==> src/rtl/pong_pkg.sv <==
// Shared playfield geometry and game state type for the Pong engine.
package pong_pkg;

    localparam int unsigned SCREEN_W     = 64;
    localparam int unsigned SCREEN_H     = 32;
    localparam int unsigned PADDLE_H     = 8;
    localparam int unsigned PADDLE_MAX   = 24;
    localparam int unsigned PADDLE_START = 12;
    localparam int unsigned BALL_CX      = 32;
    localparam int unsigned BALL_CY      = 16;

    typedef enum logic [1:0] {
        SERVE,
        PLAY,
        POINT,
        GAME_OVER
    } state_e;

    function automatic logic [3:0] sat_inc(input logic [3:0] s, input logic [3:0] lim);
        return (s >= lim) ? lim : s + 4'd1;
    endfunction

endpackage

==> src/rtl/pong_paddle.sv <==
// One paddle: two-stage button synchronisers and a clamped top-row register.
module pong_paddle
    import pong_pkg::*;
(
    input  logic       clk,
    input  logic       reset,
    input  logic       up_i,
    input  logic       down_i,
    input  logic       en_i,
    input  logic       load_i,
    output logic [5:0] y_o
);

    logic [1:0] up_sync_q;
    logic [1:0] down_sync_q;
    logic [5:0] y_q;
    logic [5:0] y_d;
    logic       up_s;
    logic       down_s;

    assign up_s   = up_sync_q[1];
    assign down_s = down_sync_q[1];

    always_comb begin
        y_d = y_q;
        if (load_i) begin
            y_d = 6'(PADDLE_START);
        end else if (en_i) begin
            if (up_s && !down_s && y_q != '0)
                y_d = y_q - 6'd1;
            else if (down_s && !up_s && y_q != 6'(PADDLE_MAX))
                y_d = y_q + 6'd1;
        end
    end

    always_ff @(posedge clk or negedge reset) begin
        if (!reset) begin
            up_sync_q   <= '0;
            down_sync_q <= '0;
            y_q         <= 6'(PADDLE_START);
        end else begin
            up_sync_q   <= {up_sync_q[0], up_i};
            down_sync_q <= {down_sync_q[0], down_i};
            y_q         <= y_d;
        end
    end

    assign y_o = y_q;

endmodule

==> src/rtl/pong_game_engine.sv <==
// Pong game-state core: frame tick divider, serve/play/point/game-over FSM,
// ball motion with wall and paddle collisions, scoring.
module pong_game_engine
    import pong_pkg::*;
#(
    parameter int unsigned TICK_DIV   = 833333,
    parameter int unsigned BALL_DIV   = 2,
    parameter int unsigned POINT_HOLD = 60,
    parameter int unsigned WIN_SCORE  = 9
) (
    input  logic       clk,
    input  logic       reset,
    input  logic       left_up,
    input  logic       left_down,
    input  logic       right_up,
    input  logic       right_down,
    input  logic       serve,
    output logic [5:0] ball_x,
    output logic [4:0] ball_y,
    output logic [5:0] left_paddle_y,
    output logic [5:0] right_paddle_y,
    output logic [3:0] score_left,
    output logic [3:0] score_right,
    output logic       game_over,
    output logic       pos_valid
);

    localparam int unsigned TW = (TICK_DIV > 1) ? $clog2(TICK_DIV) : 1;
    localparam int unsigned HW = (POINT_HOLD > 1) ? $clog2(POINT_HOLD) : 1;

    state_e        state_q;
    logic [TW-1:0] tick_cnt_q;
    logic [3:0]    ball_cnt_q;
    logic [HW-1:0] hold_q;
    logic [5:0]    ball_x_q;
    logic [4:0]    ball_y_q;
    logic          dx_q;
    logic          dy_q;
    logic [3:0]    score_left_q;
    logic [3:0]    score_right_q;
    logic          game_over_q;
    logic          pos_valid_q;
    logic          armed_q;
    logic [1:0]    serve_sync_q;

    logic          tick;
    logic          serve_s;
    logic          paddle_en;
    logic          restart;
    logic [5:0]    ball_x_d;
    logic [4:0]    ball_y_d;
    logic          dx_d;
    logic          dy_d;
    logic          miss_l;
    logic          miss_r;
    logic          hit_l;
    logic          hit_r;
    logic [6:0]    by_w;

    assign tick      = (tick_cnt_q == TW'(TICK_DIV - 1));
    assign serve_s   = serve_sync_q[1];
    assign paddle_en = tick && (state_q != GAME_OVER);
    assign restart   = tick && (state_q == GAME_OVER) && serve_s;

    pong_paddle u_left (
        .clk    (clk),
        .reset  (reset),
        .up_i   (left_up),
        .down_i (left_down),
        .en_i   (paddle_en),
        .load_i (restart),
        .y_o    (left_paddle_y)
    );

    pong_paddle u_right (
        .clk    (clk),
        .reset  (reset),
        .up_i   (right_up),
        .down_i (right_down),
        .en_i   (paddle_en),
        .load_i (restart),
        .y_o    (right_paddle_y)
    );

    // Candidate ball step; Y and X resolve independently so a corner applies both.
    always_comb begin
        by_w   = {2'b00, ball_y_q};
        hit_l  = (by_w >= {1'b0, left_paddle_y}) &&
                 (by_w <= {1'b0, left_paddle_y} + 7'(PADDLE_H - 1));
        hit_r  = (by_w >= {1'b0, right_paddle_y}) &&
                 (by_w <= {1'b0, right_paddle_y} + 7'(PADDLE_H - 1));
        dy_d   = dy_q;
        dx_d   = dx_q;
        miss_l = 1'b0;
        miss_r = 1'b0;

        if (ball_y_q == '0 && !dy_q) begin
            dy_d     = 1'b1;
            ball_y_d = 5'd1;
        end else if (ball_y_q == 5'(SCREEN_H - 1) && dy_q) begin
            dy_d     = 1'b0;
            ball_y_d = 5'(SCREEN_H - 2);
        end else begin
            ball_y_d = dy_q ? ball_y_q + 5'd1 : ball_y_q - 5'd1;
        end

        if (ball_x_q == 6'd1 && !dx_q) begin
            if (hit_l) begin
                dx_d     = 1'b1;
                ball_x_d = 6'd2;
            end else begin
                miss_l   = 1'b1;
                ball_x_d = '0;
            end
        end else if (ball_x_q == 6'(SCREEN_W - 2) && dx_q) begin
            if (hit_r) begin
                dx_d     = 1'b0;
                ball_x_d = 6'(SCREEN_W - 3);
            end else begin
                miss_r   = 1'b1;
                ball_x_d = 6'(SCREEN_W - 1);
            end
        end else begin
            ball_x_d = dx_q ? ball_x_q + 6'd1 : ball_x_q - 6'd1;
        end
    end

    always_ff @(posedge clk or negedge reset) begin
        if (!reset) begin
            state_q       <= SERVE;
            tick_cnt_q    <= '0;
            ball_cnt_q    <= '0;
            hold_q        <= '0;
            ball_x_q      <= 6'(BALL_CX);
            ball_y_q      <= 5'(BALL_CY);
            dx_q          <= 1'b1;
            dy_q          <= 1'b1;
            score_left_q  <= '0;
            score_right_q <= '0;
            game_over_q   <= 1'b0;
            pos_valid_q   <= 1'b0;
            armed_q       <= 1'b0;
            serve_sync_q  <= '0;
        end else begin
            serve_sync_q <= {serve_sync_q[0], serve};
            tick_cnt_q   <= tick ? '0 : tick_cnt_q + TW'(1);
            pos_valid_q  <= tick;

            if (tick) begin
                case (state_q)
                    SERVE: begin
                        if (serve_s && armed_q) begin
                            state_q    <= PLAY;
                            ball_cnt_q <= '0;
                        end else if (!serve_s) begin
                            armed_q <= 1'b1;
                        end
                    end
                    PLAY: begin
                        if (ball_cnt_q == 4'(BALL_DIV - 1)) begin
                            ball_cnt_q <= '0;
                            ball_x_q   <= ball_x_d;
                            ball_y_q   <= ball_y_d;
                            dx_q       <= dx_d;
                            dy_q       <= dy_d;
                            if (miss_l) begin
                                score_right_q <= sat_inc(score_right_q, 4'(WIN_SCORE));
                                state_q       <= POINT;
                                hold_q        <= '0;
                            end
                            if (miss_r) begin
                                score_left_q <= sat_inc(score_left_q, 4'(WIN_SCORE));
                                state_q      <= POINT;
                                hold_q       <= '0;
                            end
                        end else begin
                            ball_cnt_q <= ball_cnt_q + 4'd1;
                        end
                    end
                    POINT: begin
                        if (hold_q == HW'(POINT_HOLD - 1)) begin
                            hold_q <= '0;
                            if (score_left_q == 4'(WIN_SCORE) || score_right_q == 4'(WIN_SCORE)) begin
                                state_q     <= GAME_OVER;
                                game_over_q <= 1'b1;
                            end else begin
                                // Ball parked at column 0 means the right player scored.
                                state_q  <= SERVE;
                                armed_q  <= 1'b0;
                                dx_q     <= (ball_x_q == '0);
                                dy_q     <= 1'b1;
                                ball_x_q <= 6'(BALL_CX);
                                ball_y_q <= 5'(BALL_CY);
                            end
                        end else begin
                            hold_q <= hold_q + HW'(1);
                        end
                    end
                    GAME_OVER: begin
                        if (serve_s) begin
                            state_q       <= SERVE;
                            armed_q       <= 1'b0;
                            game_over_q   <= 1'b0;
                            score_left_q  <= '0;
                            score_right_q <= '0;
                            dx_q          <= 1'b1;
                            dy_q          <= 1'b1;
                            ball_x_q      <= 6'(BALL_CX);
                            ball_y_q      <= 5'(BALL_CY);
                        end
                    end
                    default: state_q <= SERVE;
                endcase
            end
        end
    end

    assign ball_x      = ball_x_q;
    assign ball_y      = ball_y_q;
    assign score_left  = score_left_q;
    assign score_right = score_right_q;
    assign game_over   = game_over_q;
    assign pos_valid   = pos_valid_q;

endmodule

==> config.mk <==
export PLATFORM = sky130hd
export DESIGN_NAME = pong_game_engine
export DESIGN_NICKNAME = d
export VERILOG_FILES = /design/src/rtl/pong_pkg.sv /design/src/rtl/pong_paddle.sv /design/src/rtl/pong_game_engine.sv
export SDC_FILE = /design/constraint.sdc
export NUM_CORES = 1
export LEC_CHECK = 0
export CAP_MARGIN = 20
export CORE_MARGIN = 3
export CORE_UTILIZATION = 30
export DETAILED_ROUTE_END_ITERATION = 8
export GPL_TIMING_DRIVEN = 0
export MAX_ROUTING_LAYER = met4
export REMOVE_ABC_BUFFERS = 1
export SETUP_SLACK_MARGIN = 0.15
export SLEW_MARGIN = 20
export SYNTH_ARGS = -nofsm -noshare
export SYNTH_HDL_FRONTEND = slang
export SYNTH_SLANG_ARGS = --single-unit
==> constraint.sdc <==
create_clock -name clk -period 7.3 [get_ports clk]
set_clock_uncertainty 0.1 [all_clocks]
set_input_delay 1.46 -clock clk [delete_from_list [all_inputs] [get_ports clk]]
set_output_delay 1.46 -clock clk [all_outputs]
set_load 0.02 [all_outputs]
; Word level (Yosys, flattened, before mapping)
; Cells that the tools add are included.
[totals]
output_inout_bits = 33
word_cells = 202
register_bits = 78
inputBits = 7
[op_classes]
n_eq_ne = 29
n_reduce_logical = 51
order_cmp = 6
mux = 81
addsub = 15
[op_table]
columns = op, n
row1 = 2-to-1 mux 6 bit, 19
row2 = 2-to-1 mux 4 bit, 9
row3 = 2-to-1 mux 5 bit, 7
row4 = 2-to-1 mux 1 bit, 25
row5 = adder 6 x 1 -> 6 bit (second input constant), 4
row6 = one-hot mux 4 bit (2 select lines), 3
row7 = inequality test 2 bit (second input constant), 11
row8 = adder 20 x 1 -> 20 bit (second input constant), 1
row9 = == test 20 bit (second input constant), 1
row10 = 2-to-1 mux 20 bit, 1
row11 = logical AND 1 bit, 18
row12 = 2-to-1 mux 2 bit, 9
row13 = one-hot mux 6 bit (3 select lines), 1
row14 = subtractor 6 x 1 -> 6 bit (second input constant), 3
row15 = inequality test 3 bit (second input constant), 5
row16 = one-hot mux 5 bit (3 select lines), 1
row17 = AND reduction 5 bit, 3
row18 = adder 6 x 3 -> 7 bit (second input constant), 2
row19 = <= comparator 5 x 7 -> 1 bit, 2
row20 = AND reduction 7 bit, 2
row21 = adder 4 x 1 -> 4 bit (second input constant), 3
row22 = == test 6 bit (second input constant), 2
row23 = greater-or-equal comparator 5 x 6 -> 1 bit, 2
row24 = inequality test 6 x 5 -> 1 bit (second input constant), 2
row25 = other kinds (26), 46

; Depth between registers and ports, before layout
; Gate-level depths: netlist (run 1).
[depth]
word_depth = 9
depth_mapped = 11
mapped_depth_nobuf = 11

; Hierarchy
; Synthesis (run 1) repeated with hierarchy kept, for this count alone.
[hier_totals]
cells_unflattened = 566
hier_area_um2 = 5288.8
[modules_own_cells]
columns = module, instances, cells_each, area_each_um2, seq_area_each_um2
row1 = pong_game_engine, 1, 458, 4112.7, 1456.4
row2 = pong_paddle, 2, 54, 588.1, 252.7

; Least setup slack after synthesis (run 1)
; Ideal clock, no wire load.
[synth_timing]
path_type = register -> register
start = register u_left.y_q[0], in the netlist u_left.y_o[0]
end = register u_left.y_q[5], in the netlist u_left.y_o[5]
n_path_buf = 0
setup_ns = 0.121
stages_incl_launch_ff = 12
period_less_slack_ns = 3.222
slack_ns = 4.078
required_ns = 7.079
t_arrival_ns = 3.001
cell_sequence = dfrtp_1 inv_1 ha_1 nor3b_1 a311oi_1 ha_1 a211oi_1 o21bai_1 a21oi_1 xor2_1 nand3b_1 o21ai_1
[synth_between]
elab_chain_cells = 5
word_cells_on_any_way = 12
cone_classes = 2 x add/sub / 1 x eq/ne / 4 x mux / 5 x reduce/logical
[synth_lines]
columns = item, line_no
row1 = from (decl), pong_paddle.sv:16  ; logic [5:0] y_q;
row2 = from (signal assigned), pong_paddle.sv:40  ; y_q <= 6'(PADDLE_START);
row3 = from (signal assigned), pong_paddle.sv:44  ; y_q <= y_d;
row4 = adder 6 x 1 -> 6 bit / nonzero test 6 bit (equally long branches), "pong_paddle.sv:32, pong_paddle.sv:29"
row5 = 2-to-1 mux 6 bit / logical AND 1 bit (equally long branches), "pong_paddle.sv:31, pong_paddle.sv:29"
row6 = 2-to-1 mux 6 bit, pong_paddle.sv:29  ; if (up_s && !down_s && y_q != '0)
row7 = 2-to-1 mux 6 bit, pong_paddle.sv:28  ; end else if (en_i) begin
row8 = 2-to-1 mux 6 bit, pong_paddle.sv:26  ; if (load_i) begin
; Several ways; a longest one is shown, not always the timed one. The select of a mux whose other input is x is not followed.
; A chain may end at the register's enable or synchronous reset.

; Worst setup path after layout (run 1)
[layout_timing]
start = register u_left.y_q[0], in the netlist u_left.y_o[0]
end = register hold_q[4]
[layout_between]
elab_chain_cells = 7
word_cells_on_any_way = 8
cone_classes = 1 x add/sub / 2 x order compare / 1 x eq/ne / 2 x mux / 2 x reduce/logical
[layout_lines]
columns = item, line_no
row1 = adder 6 x 3 -> 7 bit, pong_game_engine.sv:89  ; (by_w <= {1'b0, left_paddle_y} + 7'(PADDLE_H - 1));
row2 = <= comparator 5 x 7 -> 1 bit, pong_game_engine.sv:89
row3 = logical AND 1 bit *, pong_game_engine.sv:88  ; hit_l = (by_w >= {1'b0, left_paddle_y}) &&
row4 = 2-to-1 mux 1 bit *, pong_game_engine.sv:108  ; if (hit_l) begin
row5 = 2-to-1 mux 1 bit *, pong_game_engine.sv:107  ; if (ball_x_q == 6'd1 && !dx_q) begin
row6 = inequality test 3 bit (no line) *, -
row7 = AND reduction 4 bit (no line) *, -
row8 = to (signal assigned), pong_game_engine.sv:196  ; hold_q <= hold_q + HW'(1);
row9 = to (decl), pong_game_engine.sv:34  ; logic [HW-1:0] hold_q;
; Mark *: on every way between the ends. The rest lies on a longest branch, timed or not.

==> run metrics, run 1 <==
status=finished clean; Critical Path Source Type=flip-flop; Slew Limit Fails=0; synth top area cells=dfrtp_1 34%, ha_1 12%, dfstp_2 4.1%, xnor2_1 3.9%, a21oi_1 3.6%; Die Span X=137 um; Yosys cell types=68; Peak VDD IR=0.000118 V; Final nets=644; # rows=47; post-CTS setup buffer count=0; Data required, critical path=7.41 ns; Crit path arrival time=3.64 ns; All-Layer GR Usage=14.3%; CTS sink count=78; Hold Crit Start=u_right.up_sync_q[0]$_DFF_PN0_; hold buffers post-CTS=0; crit-path leading delay family=compound AO/OA/AOI/OAI gates; Seq/Total Area, Yosys=37.9%; Crit. End Element=flip-flop; Post-Syn Area=0.00517 mm^2; drt pass-1 iters=4; TritonCTS buffer count=9; Fin. Hold Viols=0; worst path cell trace=inv_1, ha_1, a21oi_1, xnor2_1, ha_1, and3_1, a31oi_1, a2bb2oi_1, o21ai_0, o211ai_1, o21ai_0; highest metal used=met4; Worst Setup SP=u_left.y_o[0]$_DFFE_PN0P_; Yosys top cell by area=dfrtp_1; fin crit share=48.4%; clock tree buffer depth=2; Final GP Congestion=0.839; Clock transition at path regs=0.06 ns; Slew HR=30.1%; post-CTS sizing=0; Worst path slowest cell=o211ai_1; hpwl dp=9.06 mm; grt total ovfl=0; clk_lat worst skew=0.35 ns; routed via count=4229; WP buf/inv=1; Core Area=0.0167 mm^2; Non-Filler Instances=810; Min Hold Slack=0.247 ns; initial drt markers=249; max_cap viols=0; initial antenna violation count=0; worst slew pin tran=1.05 ns; Max Clk Rate=283 MHz; routed length per instance=15.3 um; most common cell after layout, fill and taps aside=dfrtp_1; final worst path period need=3.53 ns; M1 WL=5.42 mm; RR Startpoint=u_left.y_o[0]$_DFFE_PN0P_; Fin Setup TNS=0 ns; met2 wire length=6.19 mm; Antenna diodes=0; Area Overhead vs Synth=18.1%; met3 wire len=552 um; # H-tree levels=3; Max FO, Critical Path=9; Seq cells post-synth=78; final WL=12.4 mm; # DRC=0; Pwr Density=150 mW/mm^2; Die Footprint=0.0188 mm^2; slowest cell delay on critical path=0.57 ns; Avg Vias per Cell=5.22; min-delay worst type=reg -> reg; CTS tree=done; synthesized area per cell=9.49 um^2; Lkg Pwr=2.57 nW; largest net degree at the start of global routing=53; Port-buffer cells=39; share of cells above drive strength 1=6.95%; WS Path Type=reg -> reg; number of routed nets with antenna violations=0; Post-synth EDFFs=0; Starting Density=31.0%; Clock Tree Root=clkbuf_16; RSZ-0062 raised after global routing=false; most frequent cells in the layout=70 x dfrtp_1, 49 x ha_1, 45 x nor2_1, 39 x inv_1; Layout Utilization=36.6%; chip height=137 um; share of the synthesized area in the top cell type=33.9%; IO Count=40; Synth async-reset ratio=100%; Most used DFF post-synth=dfrtp_1; vias in the first global route=4296; final setup vio count=0; Ys Warns=0; Mapped Cells=545; number of cells after detailed placement=794; first-pass GRT wire length=20.9 mm
registers in the layout, indices dropped and copies added, names as in the netlist, 2 cells and up:
name / count
u_right.y_o: 6
hold_q: 6
serve_sync_q: 2
u_right.up_sync_q: 2
u_left.down_sync_q: 2
score_right: 4
u_right.down_sync_q: 2
ball_y: 5
score_left: 4
u_left.up_sync_q: 2
ball_x: 6
ball_cnt_q: 4
tick_cnt_q: 20
state_q: 2
u_left.y_o: 6
path summary, 6_finish.rpt:
kind	end	slack (ns)	cells after the start
min	u_right.up_sync_q[1]$_DFF_PN0_	0.25	0
min reg2reg	u_right.up_sync_q[1]$_DFF_PN0_	0.25	0
max	hold_q[4]$_DFFE_PN0P_	3.77	11
max reg2reg	hold_q[4]$_DFFE_PN0P_	3.77	11
min in group asynchronous	hold_q[5]$_DFFE_PN0P_	0.93	1
max in group asynchronous	u_left.y_o[2]$_DFFE_PN1P_	5.53	2
cell type report:
class	instances	area (um^2)
clock buffer	13	260
multi-input combinational	416	2990
inverter	40	163
tap	220	275
clock inverter	3	42.5
sequential	78	1960
fill	1682	10600
timing repair buffer	40	415
metal layers:
| layer | global-route usage (%) | up-vias |
|---|---|---|
| met5 | - | - |
| met3 | 3.83 | 18 |
| li1 | - | 2059 |
| met4 | 4.88 | 0 |
| met2 | 24.0 | 78 |
| met1 | 16.7 | 2074 |
Yosys cell counts, types with 5 or more instances:
cell      count
dfrtp_1      70
ha_1         49
nor2_1       45
inv_1        39
nand2_1      38
a21oi_1      37
o21ai_0      32
xnor2_1      23
nand3_1      16
xor2_1       13
nand4_1      12
a21o_1       11
a31oi_1      10
and3_1        8
dfstp_2       8
nor3_1        8
a211oi_1      6
nor4_1        6
o211ai_1      6
clkbuf_1      5
nand2b_1      5
nand3b_1      5
o21ai_1       5
per-stage QoR:
| stage | worst slack (ns) | area (um^2) | total power, W |
|---|---|---|---|
| floorplan | 4.08 | 5100 | 0.000446 |
| global placement | 1.83 | 5770 | 0.000459 |
| detailed placement | 3.74 | 5790 | 0.000461 |
| CTS | 3.72 | 6090 | 0.000929 |
| global route | 3.48 | 6110 | 0.000948 |
| finish | 3.77 | 6110 | 0.000915 |
power by group:
group	total, W	leakage (nW)	switching [W]	internal [W]
Sequential	0.000437	1.02	0.00000197	0.000435
Clock	0.000462	0.146	0.000179	0.000283
Combinational	0.0000152	1.40	0.0000103	0.00000488
cells by family (layout without fill, tap and decap cells):
family | Yosys count | in the layout | share of synthesized area (%)
AOI/OAI and AO/OA | 151 | 151 | 19.4
DFF | 78 | 78 | 37.9
adders and majority gates | 52 | 52 | 13.0
muxes | 9 | 9 | 1.94
and+or+nand+nor | 168 | 168 | 17.1
buffers and inverters | 51 | 96 | 4.50
xor gates and xnor gates | 36 | 36 | 6.10
Power figures use the tool's default switching activity.
==> inputs of run 2 (changes only) <==
==> constraint.sdc (replaced) <==
create_clock -name clk -period 3.5 [get_ports clk]
set_clock_uncertainty 0.1 [all_clocks]
set_input_delay 0.7 -clock clk [delete_from_list [all_inputs] [get_ports clk]]
set_output_delay 0.7 -clock clk [all_outputs]
set_load 0.02 [all_outputs]
==> run 2 against run 1 <==
Worst setup slack worse by 3.4 ns; global-route usage hardly changed; fmax rose by 12%; critical path type unchanged; highest routed layer unchanged.
==> run metrics, run 2 (same netlist as run 1, synthesis figures left out) <==
status=finished clean; hold buffers post-CTS=0; clk_lat worst skew=0.35 ns; vias in the first global route=4322; most common cell after layout, fill and taps aside=dfrtp_1; cell internal pwr=0.00151 W; # H-tree levels=3; number of routed nets with antenna violations=0; combinational share of power=1.7%; Worst path slowest cell=dfrtp_1; share of cells above drive strength 1=7.45%; Min Hold Slack=0.176 ns; Port-buffer cells=39; first-pass GRT wire length=20.9 mm; Critical Path Source Type=flip-flop; Die Span X=137 um; max reg flops=20; Worst Setup SP=u_left.y_o[1]$_DFFE_PN0P_; Slew HR=30.1%; most frequent cells in the layout=69 x dfrtp_1, 49 x ha_1, 45 x nor2_1, 39 x inv_1; Max FO, Critical Path=7; clock tree buffer depth=2; Switching Fraction=21.1%; RSZ-0062 raised after global routing=false; drt pass-1 iters=4; Crit path arrival time=3.27 ns; Final GP Congestion=0.839; Core Area=0.0167 mm^2; Peak VDD IR=0.000245 V; CTS sink count=78; Clock transition at path regs=0.06 ns; max_cap viols=0; Flop pwr share=47.7%; Starting Density=31.0%; Pwr Density=311 mW/mm^2; hpwl dp=9.06 mm; IO Count=40; Die Footprint=0.0188 mm^2; CTS tree=done; final setup vio count=0; All-Layer GR Usage=14.4%; Data required, critical path=3.63 ns; Final nets=645; Max Clk Rate=318 MHz; Area Overhead vs Synth=18.8%; WS Path Type=reg -> reg; routed length per instance=15.4 um; Clock Tree Root=clkbuf_16; # rows=47; Slew Limit Fails=0; RR Startpoint=u_left.y_o[1]$_DFFE_PN0P_; routed via count=4245; chip height=137 um; initial antenna violation count=0; Avg Vias per Cell=5.23; NetSw=0.000403 W; Fin. Hold Viols=0; Crit. End Element=flip-flop; slowest cell delay on critical path=0.49 ns; Clk pwr share=50.6%; final WL=12.5 mm; TritonCTS buffer count=9; worst path cell trace=inv_1, ha_1, a21oi_1, xnor2_1, ha_1, and3_1, a31oi_1, a2bb2oi_1, o2111a_1, or2_1, mux2_2; worst slew pin tran=1.05 ns; min-delay worst type=in -> async; grt total ovfl=0; fin crit share=89.8%; Antenna diodes=0; Lkg Pwr=2.59 nW; # DRC=0; final worst path period need=3.14 ns; Biggest register=tick_cnt_q; Layout Utilization=36.8%; initial drt markers=234; largest net degree at the start of global routing=53; Fin Setup TNS=0 ns; Most common cell on crit path=ha_1
[run 2: changes by cell type in the layout (fill, tap and decap cells not counted)]
cell,before,now
a311oi_2,2,0
a311oi_4,0,2
buf_4,1,2
dfrtp_1,70,69
dfrtp_2,0,1
o21ai_0,32,31
o21ai_1,5,6
o22ai_1,1,0
o22ai_2,0,1
[run 2: path summary, 6_finish.rpt]
path / to / slack [ns] / cells after the start
min reg2reg: u_right.up_sync_q[1]$_DFF_PN0_ / 0.25 / 0
min in group clk: u_right.up_sync_q[1]$_DFF_PN0_ / 0.25 / 0
max reg2reg: score_right[0]$_DFFE_PN0P_ / 0.36 / 11
max: score_right[0]$_DFFE_PN0P_ / 0.36 / 11
min: hold_q[5]$_DFFE_PN0P_ / 0.18 / 1
max in group asynchronous: u_left.y_o[2]$_DFFE_PN1P_ / 2.48 / 2
[run 2: per-layer routing]
layer,part of all wire [%],global-route usage [%]
met2,50,24.3
met5,0,-
met4,1.6,4.71
met3,3.9,3.80
met1,45,16.7
[run 2: metrics by stage]
stage / total power [W] / cells / setup WS (ns) / instance area, um^2
after CTS: 0.00194 / 811 / 0.190 / 6110
after floorplan: 0.000930 / 534 / 0.276 / 5100
final: 0.00191 / 811 / 0.355 / 6140
after global routing: 0.00198 / 811 / 0.155 / 6140
after detailed placement: 0.000962 / 794 / -0.0569 / 5790
after global placement: 0.000957 / 793 / -1.21 / 5770
[run 2: timing repair]
| action | CTS | global route |
|---|---|---|
| resized for setup | 2 | 5 |
| buffers inserted | 1 | 0 |
| pin swaps | 1 | 0 |
| setup endpoints to repair | 8 | 12 |
[run 2: area by class of cell]
class                           instances  area (um^2)
Timing Repair Buffer                   41          423
Multi-Input combinational cell        416         3020
Clock inverter                          3         42.5
Tap cell                              220          275
Sequential cell                        78         1960
Fill cell                            1679        10600
Clock buffer                           13          260
Inverter                               40          163
[run 2: critical path, delay by kind of cell (launching register included)]
family	cells	cell delay, ns
AOI/OAI and AO/OA	4	1.03
buffers and inverters	1	0.11
muxes	1	0.34
xor gates and xnor gates	1	0.13
adders and majority gates	2	0.48
and+or+nand+nor	2	0.33
DFF	1	0.49
[run 2: power groups by stage]
stage	clock (W)	combinational [W]	sequential (W)
2_1_floorplan	0	0.00000355	0.000927
3_3_place_gp	0	0.0000289	0.000928
3_5_place_dp	0	0.0000339	0.000928
4_1_cts	0.000991	0.0000341	0.000912
5_1_grt	0.00103	0.0000375	0.000913
6_report	0.000968	0.0000323	0.000912
